File: src/rtl/elevator_door_ctrl.sv
// Car-door controller: times door travel and dwell, reverses on obstruction or
// buttons, and raises a hold interlock toward the car controller while the door is not shut.
module elevator_door_ctrl #(
  parameter int MOVE_CYCLES  = 50,
  parameter int DWELL_CYCLES = 200,
  parameter int MAX_REOPEN   = 3,
  parameter int CW           = 12
) (
  input  logic       clk,
  input  logic       reset,
  input  logic       complete,
  input  logic [1:0] direction,
  input  logic       over_weight,
  input  logic [2:0] out_floor,
  input  logic       obstruct,
  input  logic       open_btn,
  input  logic       close_btn,
  output logic [1:0] door_motor,
  output logic       door_open,
  output logic       door_closed,
  output logic       hold,
  output logic [2:0] arrived_floor,
  output logic       fault
);

  localparam int RW = $clog2(MAX_REOPEN + 1);
  localparam logic [CW-1:0] MOVE_C  = CW'(MOVE_CYCLES);
  localparam logic [CW-1:0] DWELL_C = CW'(DWELL_CYCLES);
  localparam logic [RW-1:0] MAX_C   = RW'(MAX_REOPEN);

  localparam logic [1:0] MOTOR_STOP  = 2'b00;
  localparam logic [1:0] MOTOR_OPEN  = 2'b01;
  localparam logic [1:0] MOTOR_CLOSE = 2'b10;

  typedef enum logic [1:0] {S_CLOSED, S_OPENING, S_DWELL, S_CLOSING} state_e;

  state_e        state_q, state_d;
  logic [CW-1:0] pos_q, pos_d;
  logic [CW-1:0] dwell_q, dwell_d;
  logic [RW-1:0] reopen_q, reopen_d;
  logic          complete_q;
  logic          fault_q, fault_d;
  logic [2:0]    floor_q, floor_d;
  logic [1:0]    motor_q, motor_d;
  logic          open_q, open_d;
  logic          closed_q, closed_d;
  logic          hold_q, hold_d;

  logic arrival;
  logic reverse;

  always_comb begin
    // NOTE: every always_comb output gets a default first so no path leaves it unassigned (no latch).
    state_d  = state_q;
    pos_d    = pos_q;
    dwell_d  = dwell_q;
    reopen_d = reopen_q;
    fault_d  = fault_q;
    floor_d  = floor_q;
    arrival  = complete & ~complete_q;
    reverse  = obstruct | open_btn | over_weight;

    unique case (state_q)
      S_CLOSED: begin
        reopen_d = '0;
        if (arrival || (open_btn && direction == 2'd0 && complete) || (over_weight && complete)) begin
          state_d = S_OPENING;
          floor_d = out_floor;
        end
      end
      S_OPENING: begin
        // A reverse at the fully-open end still spends one cycle here.
        if (pos_q >= MOVE_C - CW'(1)) begin
          state_d = S_DWELL;
          pos_d   = MOVE_C;
          dwell_d = '0;
        end else begin
          pos_d = pos_q + CW'(1);
        end
      end
      S_DWELL: begin
        if (!fault_q) begin
          if (open_btn || obstruct || over_weight) begin
            dwell_d = '0;
          end else if (close_btn || dwell_q == DWELL_C - CW'(1)) begin
            state_d = S_CLOSING;
          end else begin
            dwell_d = dwell_q + CW'(1);
          end
        end
      end
      S_CLOSING: begin
        // Reverse keeps the current position and beats reaching fully closed.
        if (reverse) begin
          state_d = S_OPENING;
          if (obstruct) begin
            reopen_d = reopen_q + RW'(1);
            if (reopen_q + RW'(1) == MAX_C) fault_d = 1'b1;
          end
        end else if (pos_q <= CW'(1)) begin
          pos_d   = '0;
          state_d = S_CLOSED;
        end else begin
          pos_d = pos_q - CW'(1);
        end
      end
      default: state_d = S_CLOSED;
    endcase

    // Outputs are decoded from the next state so the registered copies line up with state_q.
    motor_d  = (state_d == S_OPENING) ? MOTOR_OPEN :
               (state_d == S_CLOSING) ? MOTOR_CLOSE : MOTOR_STOP;
    open_d   = (state_d == S_DWELL);
    closed_d = (state_d == S_CLOSED);
    hold_d   = (state_d != S_CLOSED) | fault_d;
  end

  always_ff @(posedge clk or negedge reset) begin
    if (!reset) begin
      state_q    <= S_CLOSED;
      pos_q      <= '0;
      dwell_q    <= '0;
      reopen_q   <= '0;
      complete_q <= 1'b1;
      fault_q    <= 1'b0;
      floor_q    <= '0;
      motor_q    <= MOTOR_STOP;
      open_q     <= 1'b0;
      closed_q   <= 1'b1;
      hold_q     <= 1'b0;
    end else begin
      // NOTE: state registers use non-blocking assignments so every flop samples pre-edge values.
      state_q    <= state_d;
      pos_q      <= pos_d;
      dwell_q    <= dwell_d;
      reopen_q   <= reopen_d;
      complete_q <= complete;
      fault_q    <= fault_d;
      floor_q    <= floor_d;
      motor_q    <= motor_d;
      open_q     <= open_d;
      closed_q   <= closed_d;
      hold_q     <= hold_d;
    end
  end

  assign door_motor    = motor_q;
  assign door_open     = open_q;
  assign door_closed   = closed_q;
  assign hold          = hold_q;
  assign arrived_floor = floor_q;
  assign fault         = fault_q;

endmodule

File: config.mk
export PLATFORM = sky130hd
export DESIGN_NAME = elevator_door_ctrl
export DESIGN_NICKNAME = d
export VERILOG_FILES = /design/src/rtl/elevator_door_ctrl.sv
export SDC_FILE = /design/constraint.sdc
export NUM_CORES = 1
export LEC_CHECK = 0
export ABC_CLOCK_PERIOD_IN_PS = 2550
export CORE_ASPECT_RATIO = 2
export CORE_UTILIZATION = 32
export CTS_CLUSTER_SIZE = 12
export DETAILED_ROUTE_END_ITERATION = 6
export REMOVE_ABC_BUFFERS = 1
export SYNTH_ARGS = -nofsm -noshare
export SYNTH_HDL_FRONTEND = slang
export SYNTH_SLANG_ARGS = --single-unit
File: constraint.sdc
create_clock -name clk -period 2.55 [get_ports clk]
set_clock_uncertainty 0.2 [all_clocks]
set_input_delay 0.51 -clock clk [delete_from_list [all_inputs] [get_ports clk]]
set_output_delay 0.51 -clock clk [all_outputs]
set_load 0.01 [all_outputs]
==> impl_metrics.csv, run 1 <==
group,metric,value,unit
power,power.share.combinational,48.9,%
global_route,grt_util_met1,19.4,%
global_route,gr-usage-met2,33.5,%
clocking,clk_latency,290,ps
die,rows,42,
power,power.share.switching,36.9,%
worst_setup_path,crit_arrival,2390,ps
placed_design,placed_area,2700,um2
placed_design,gp_congestion,0.867,
synth,syn-cell-area,2180,um2
sta,rsz0062_at_grt,"false",
routing,vias,2055,
routing,routed_via_density,5.45,
synth,synth_most_common_cell,"dfrtp_1",
worst_setup_path,path_class,"reg -> reg",
synth,synth-simple-area-share,21.7,%
synth,synth_commonest_cells,"36 x dfrtp_1, 23 x nand2_1, 23 x o21ai_0",
clocking,h-tree-depth,2,
die,pin_count,21,
synth,syn_avg_cell_area,9.15,um2
synth,synth-seq-area-share,43.8,%
synth,synthAdderAreaFrac,2.87,%
status,status,"finished clean",
global_route,grt_max_degree,39,
routing,drc,0,
sta,whs,61.8,ps
routing,drt_iter0_drc,70,
synth,synth_top_family_by_area,"compound AO/OA/AOI/OAI gates",
clocking,postCtsSetupBuffers,0,
power,p_sw,1130,uW
global_route,met3_usage,3.28,%
clocking,numCtsBuffers,5,
die,die_x,60.3,um
sta,finalSetupViolCount,0,
cells_and_area,multi_input_area,1140,um2
routing,drt-wirelength-per-cell,16.1,um
flow_run,maxCapViolCount,0,
cells_and_area,nFillCells,667,
worst_setup_path,crit_fanout,4,
sta,hold_viol_final,0,
sta,worstMarginPinSlew,503,ps
die,initial_core_util,33.1,%
sta,fin_crit_sh,95.1,%
synth,synth-seq-cells,38,
synth,synth_area_leaders,"dfrtp_1 41%, o21ai_0 5.3%, nand2_1 4.0%",
die,dieArea,7160,um2
synth,synth-compound-area-share,24.5,%
worst_setup_path,critPathLaunchType,"register",
cells_and_area,seqCellArea,953,um2
power,p_seq_share,27.4,%
synth,synth_mux_area_share,2.01,%
cells_and_area,utilization,44.0,%
die,core,6570,um2
cells_and_area,fin_area,2890,um2
power,peakVddDrop,462,uV
global_route,antenna_found_initial,0,
worst_setup_path,cp.required,2520,ps
cells_and_area,nets,305,
placed_design,port_buffers,20,
cells_and_area,area_growth,32.9,%
synth,synthFlopType,"dfrtp_1",
synth,synth_enable_flop_cells,0,
synth,synth-xor-area-share,0.402,%
routing,ant_nets,0,
placed_design,dp_slack,-187,ps
global_route,grt_pass1_wl,10.0,mm
power,pwr_density_cell,1050,nW/um2
clocking,cts-root-buf,"clkbuf_16",
routing,first_pass_iters,4,
sta,worst_slack,126,ps
cells_and_area,diodes,0,
sta,drv_slew,0,
power,p_clk_share,23.7,%
global_route,grt-ovfl-total,0,
clocking,numClockSinks,38,
routing,wirelength,6.05,mm
clocking,cts_tree,"built",
placed_design,place_hpwl,4.61,mm
die,die-height,119,um
worst_setup_path,crit_path_end_kind,"register",
synth,yosys_warnings,0,
sta,relSlewSlack,66.2,%
synth,synth_top_area_share,41.4,%
cells_and_area,drive_above_1_share,20.8,%
power,intPower,1920,uW
clocking,cts_hold_buffers,0,
synth,synth_cells,238,
global_route,busiest_layer,"met2",
sta,fmax,413,MHz
synth,ys_types,58,
min_path,hold_class,"in -> async",
power,p_leak,0.00121,uW
synth,ys_async_sr_fraction,100,%
global_route,grt_usage,19.3,%
synth,synth_top_area_cell,"dfrtp_1",
sta,period_minus_slack,2420,ps
global_route,grt_pass1_vias,2068,
clocking,clk_pin_slew,60,ps
clocking,cts_buffer_depth,2,
==> per-layer routing <==
| metal | wire (um) | share of wire [%] | vias up |
|---|---|---|---|
| li1 | - | - | 982 |
| met1 | 2200 | 36 | 1016 |
| met2 | 3470 | 57 | 37 |
| met3 | 116 | 1.9 | 20 |
| met4 | 271 | 4.5 | 0 |
| met5 | 0 | 0 | - |
==> timing repair <==
action | CTS | global route
gates resized for setup | 0 | 3
setup endpoints to repair | 0 | 5
hold endpoints to repair | 0 | 0
==> final timing paths <==
path                       slack [ps]                    start                       to  cells after the start
max in group asynchronous        1710                    reset    door_closed$_DFF_PN1_                      2
min in group clk                  300  dwell_q[11]$_DFFE_PN0P_  dwell_q[11]$_DFFE_PN0P_                      1
min                                60                    reset     pos_q[1]$_DFFE_PN0P_                      2
max reg2reg                       130    pos_q[11]$_DFFE_PN0P_           hold$_DFF_PN0_                      6
min reg2reg                       300  dwell_q[11]$_DFFE_PN0P_  dwell_q[11]$_DFFE_PN0P_                      1
max                               130    pos_q[11]$_DFFE_PN0P_           hold$_DFF_PN0_                      6
==> cells by family after synthesis <==
kind of cell	count (synthesis)
adders and majority gates	5
xor gates and xnor gates	1
and+or+nand+nor	89
AOI/OAI and AO/OA	79
muxes	4
DFF	38
buffers and inverters	22
==> sequential cells by signal (all words and copies together) (netlist names) <==
name           count
reopen_q           2
arrived_floor      3
state_q            2
complete_q         1
dwell_q           12
pos_q             12
fault              1
door_motor         2
hold               1
door_closed        1
door_open          1
==> metrics by stage <==
step | std cells | power [uW] | setup TNS (ps)
3_5_place_dp | 369 | 2320 | -884
4_1_cts | 377 | 3050 | 0
6_report | 377 | 3050 | 0
5_1_grt | 377 | 3230 | 0
2_1_floorplan | 227 | 1560 | -1900
3_3_place_gp | 369 | 2300 | -526
==> power groups by stage <==
stage	combinational (uW)	clock [uW]	sequential (uW)
2_1_floorplan	633	0	926
3_3_place_gp	1460	0	842
3_5_place_dp	1470	0	846
4_1_cts	1480	738	838
5_1_grt	1610	763	853
6_report	1490	723	835
==> critical path, stage by stage, from the launching register on <==
cell and delay [ps]:
dfrtp_1 400, or3_1 470, nor4_4 360, a21oi_1 140, a211oi_2 300, inv_2 60, or3_1 370
==> cells in the final DEF (no fill, tap or decap), types with 3 or more instances in the layout <==
cell type / synthesis / layout
and2_1: 3 / 3
nand3_1: 9 / 9
clkbuf_16: 0 / 5
a31oi_1: 9 / 9
nand2b_1: 3 / 3
or3_1: 3 / 3
o22ai_1: 4 / 4
o41ai_1: 5 / 3
ha_1: 5 / 5
nor4_1: 5 / 5
nor3_1: 7 / 7
inv_1: 10 / 10
dfrtp_1: 36 / 36
nor2_1: 18 / 18
o31ai_1: 10 / 10
mux2_2: 3 / 3
buf_4: 0 / 32
o21ai_0: 23 / 23
nand2_1: 23 / 23
clkdlybuf4s50_1: 0 / 19
a21oi_1: 7 / 7
==> cell type report <==
cell class / count / area share [%]
flip-flops and latches: 38 / 33.0
inverters: 11 / 1.43
repair buffers: 54 / 16.4
clock inverters: 3 / 1.56
clock buffers: 5 / 4.33
multi-input cells: 178 / 39.5
well taps: 88 / 3.81
Power figures use the tool's default switching activity.
==> run 2: changes to the inputs <==
--- a/config.mk
+++ b/config.mk
@@ -11,6 +11,7 @@
 export CTS_CLUSTER_SIZE = 12
 export DETAILED_ROUTE_END_ITERATION = 6
 export REMOVE_ABC_BUFFERS = 1
+export SETUP_SLACK_MARGIN = 0.3
 export SYNTH_ARGS = -nofsm -noshare
 export SYNTH_HDL_FRONTEND = slang
 export SYNTH_SLANG_ARGS = --single-unit
==> impl_metrics.csv, run 2 (synthesis gave the netlist of run 1 again) <==
group,metric,value,unit
global_route,grt_pass1_vias,2248,
worst_setup_path,reg2reg_depth,5,
die,initial_core_util,33.1,%
die,rows,42,
placed_design,dp_slack,-187,ps
worst_setup_path,crit_path_end_kind,"register",
worst_setup_path,cp.buffers_inverters,0,
worst_setup_path,slowest_delay,590,ps
die,die_x,60.3,um
clocking,cts_tree,"built",
sta,drv_slew,0,
routing,drc,0,
global_route,grt_max_degree,39,
cells_and_area,drive_above_1_share,39.6,%
clocking,cts-root-buf,"clkbuf_16",
worst_setup_path,startpoint,"pos_q[5]$_DFFE_PN0P_",
worst_setup_path,cp.required,2520,ps
worst_setup_path,path_class,"reg -> reg",
worst_setup_path,critPathLaunchType,"register",
cells_and_area,area_growth,60.8,%
worst_setup_path,setup.worst_path.end,"hold$_DFF_PN0_",
worst_setup_path,crit_cells,5,
cells_and_area,nets,324,
clocking,cts_buffer_depth,2,
clocking,clk_pin_slew,60,ps
placed_design,placed_area,2700,um2
flow_run,maxCapViolCount,0,
global_route,grt_pass1_wl,10.9,mm
cells_and_area,layout_commonest_cell,"buf_4",
sta,worst_slack,203,ps
global_route,grt-ovfl-total,0,
worst_setup_path,cp_cell_sequence,"or4_4 > o41ai_4 > or2_4 > o211ai_2 > or3_4",
worst_setup_path,crit_family,"simple AND/OR/NAND/NOR gates",
clocking,h-tree-depth,2,
worst_setup_path,ff2ff_setup_slack,200,ps
sta,rsz0062_at_grt,"true",
global_route,grt_usage,21.0,%
routing,routed_via_density,5.64,
worst_setup_path,r2r-start,"pos_q[5]$_DFFE_PN0P_",
routing,wirelength,6.99,mm
global_route,antenna_found_initial,0,
cells_and_area,fin_area,3500,um2
sta,hold_viol_final,0,
placed_design,place_hpwl,4.61,mm
sta,fin_crit_sh,92.0,%
worst_setup_path,r2r_end,"hold$_DFF_PN0_",
die,core,6570,um2
sta,fmax,426,MHz
min_path,hold_class,"in -> async",
clocking,numClockSinks,38,
die,dieArea,7160,um2
worst_setup_path,slowest_stage,"or4_4",
routing,vias,2234,
worst_setup_path,crit_fanout,2,
routing,ant_nets,0,
placed_design,port_buffers,20,
sta,fin_tns_setup,0,ps
worst_setup_path,crit_arrival,2320,ps
die,die-height,119,um
clocking,numCtsBuffers,5,
clocking,cts_hold_buffers,0,
sta,period_minus_slack,2350,ps
cells_and_area,nFillCells,563,
routing,drt_iter0_drc,83,
die,pin_count,21,
routing,drt-wirelength-per-cell,17.6,um
routing,first_pass_iters,4,
power,peakVddDrop,909,uV
sta,worstMarginPinSlew,529,ps
sta,finalSetupViolCount,0,
placed_design,gp_congestion,0.867,
power,p_leak,0.00143,uW
cells_and_area,diodes,0,
power,pwr_density_cell,1070,nW/um2
cells_and_area,final_cell_mix,"39 x buf_4, 36 x dfrtp_1, 20 x nand2_1",
sta,relSlewSlack,64.4,%
clocking,clk_latency,290,ps
status,status,"finished clean",
sta,whs,65.4,ps
run 2: layout make-up:
cell class	count	area [um2]	share of cell area, %
clock buffers	5	125	3.57
clock inverters	3	45.0	1.29
inverters	11	41.3	1.18
multi-input cells	178	1520	43.5
flip-flops and latches	38	953	27.2
well taps	88	110	3.15
repair buffers	73	702	20.1
run 2: what timing repair did:
item	CTS	global route
setup buffers	13	4
setup endpoints to repair	26	27
cloned	1	1
gates resized for setup	41	57
pin swaps	20	20
run 2: routing by layer:
layer	global-route usage, %	up-vias	wire length [um]
li1	-	1030	-
met1	20.5	1114	2380
met2	37.2	66	4160
met3	3.28	24	194
met4	15.0	0	259
met5	0	-	0
run 2: report_power, final:
group          total, uW  internal [uW]  switching (uW)  leakage [uW]
logic               2160           1070            1080      0.000867
registers            845            753            92.2      0.000492
clock network        727            461             265     0.0000760
total               3730           2290            1440       0.00143
run 2: how the worst min path moves through the flow:
| stage | from | end | slack [ps] | cells after the start |
|---|---|---|---|---|
| final | reset | arrived_floor[1]$_DFFE_PN0P_ | 70 | 2 |
| after global routing | reset | pos_q[1]$_DFFE_PN0P_ | 120 | 2 |
| after CTS | reset | pos_q[1]$_DFFE_PN0P_ | 90 | 2 |
| after detailed placement | dwell_q[11]$_DFFE_PN0P_ | dwell_q[11]$_DFFE_PN0P_ | 280 | 1 |
| after global placement | dwell_q[11]$_DFFE_PN0P_ | dwell_q[11]$_DFFE_PN0P_ | 260 | 1 |
| after floorplan | reset | arrived_floor[0]$_DFFE_PN0P_ | 10 | 0 |
run 2: per-stage QoR:
step           power, uW  util (%)  cells
3_5_place_dp        2320      41.1    369
5_1_grt             3920      53.3    396
4_1_cts             3290      48.4    391
2_1_floorplan       1560         -    227
6_report            3730      53.3    396
3_3_place_gp        2300      41.1    369
run 2: worst register-to-register path, cell delays in order (launching register included):
cell      delay (ps)
dfrtp_1          380
or4_4            590
o41ai_4          350
or2_4            200
o211ai_2         130
or3_4            390
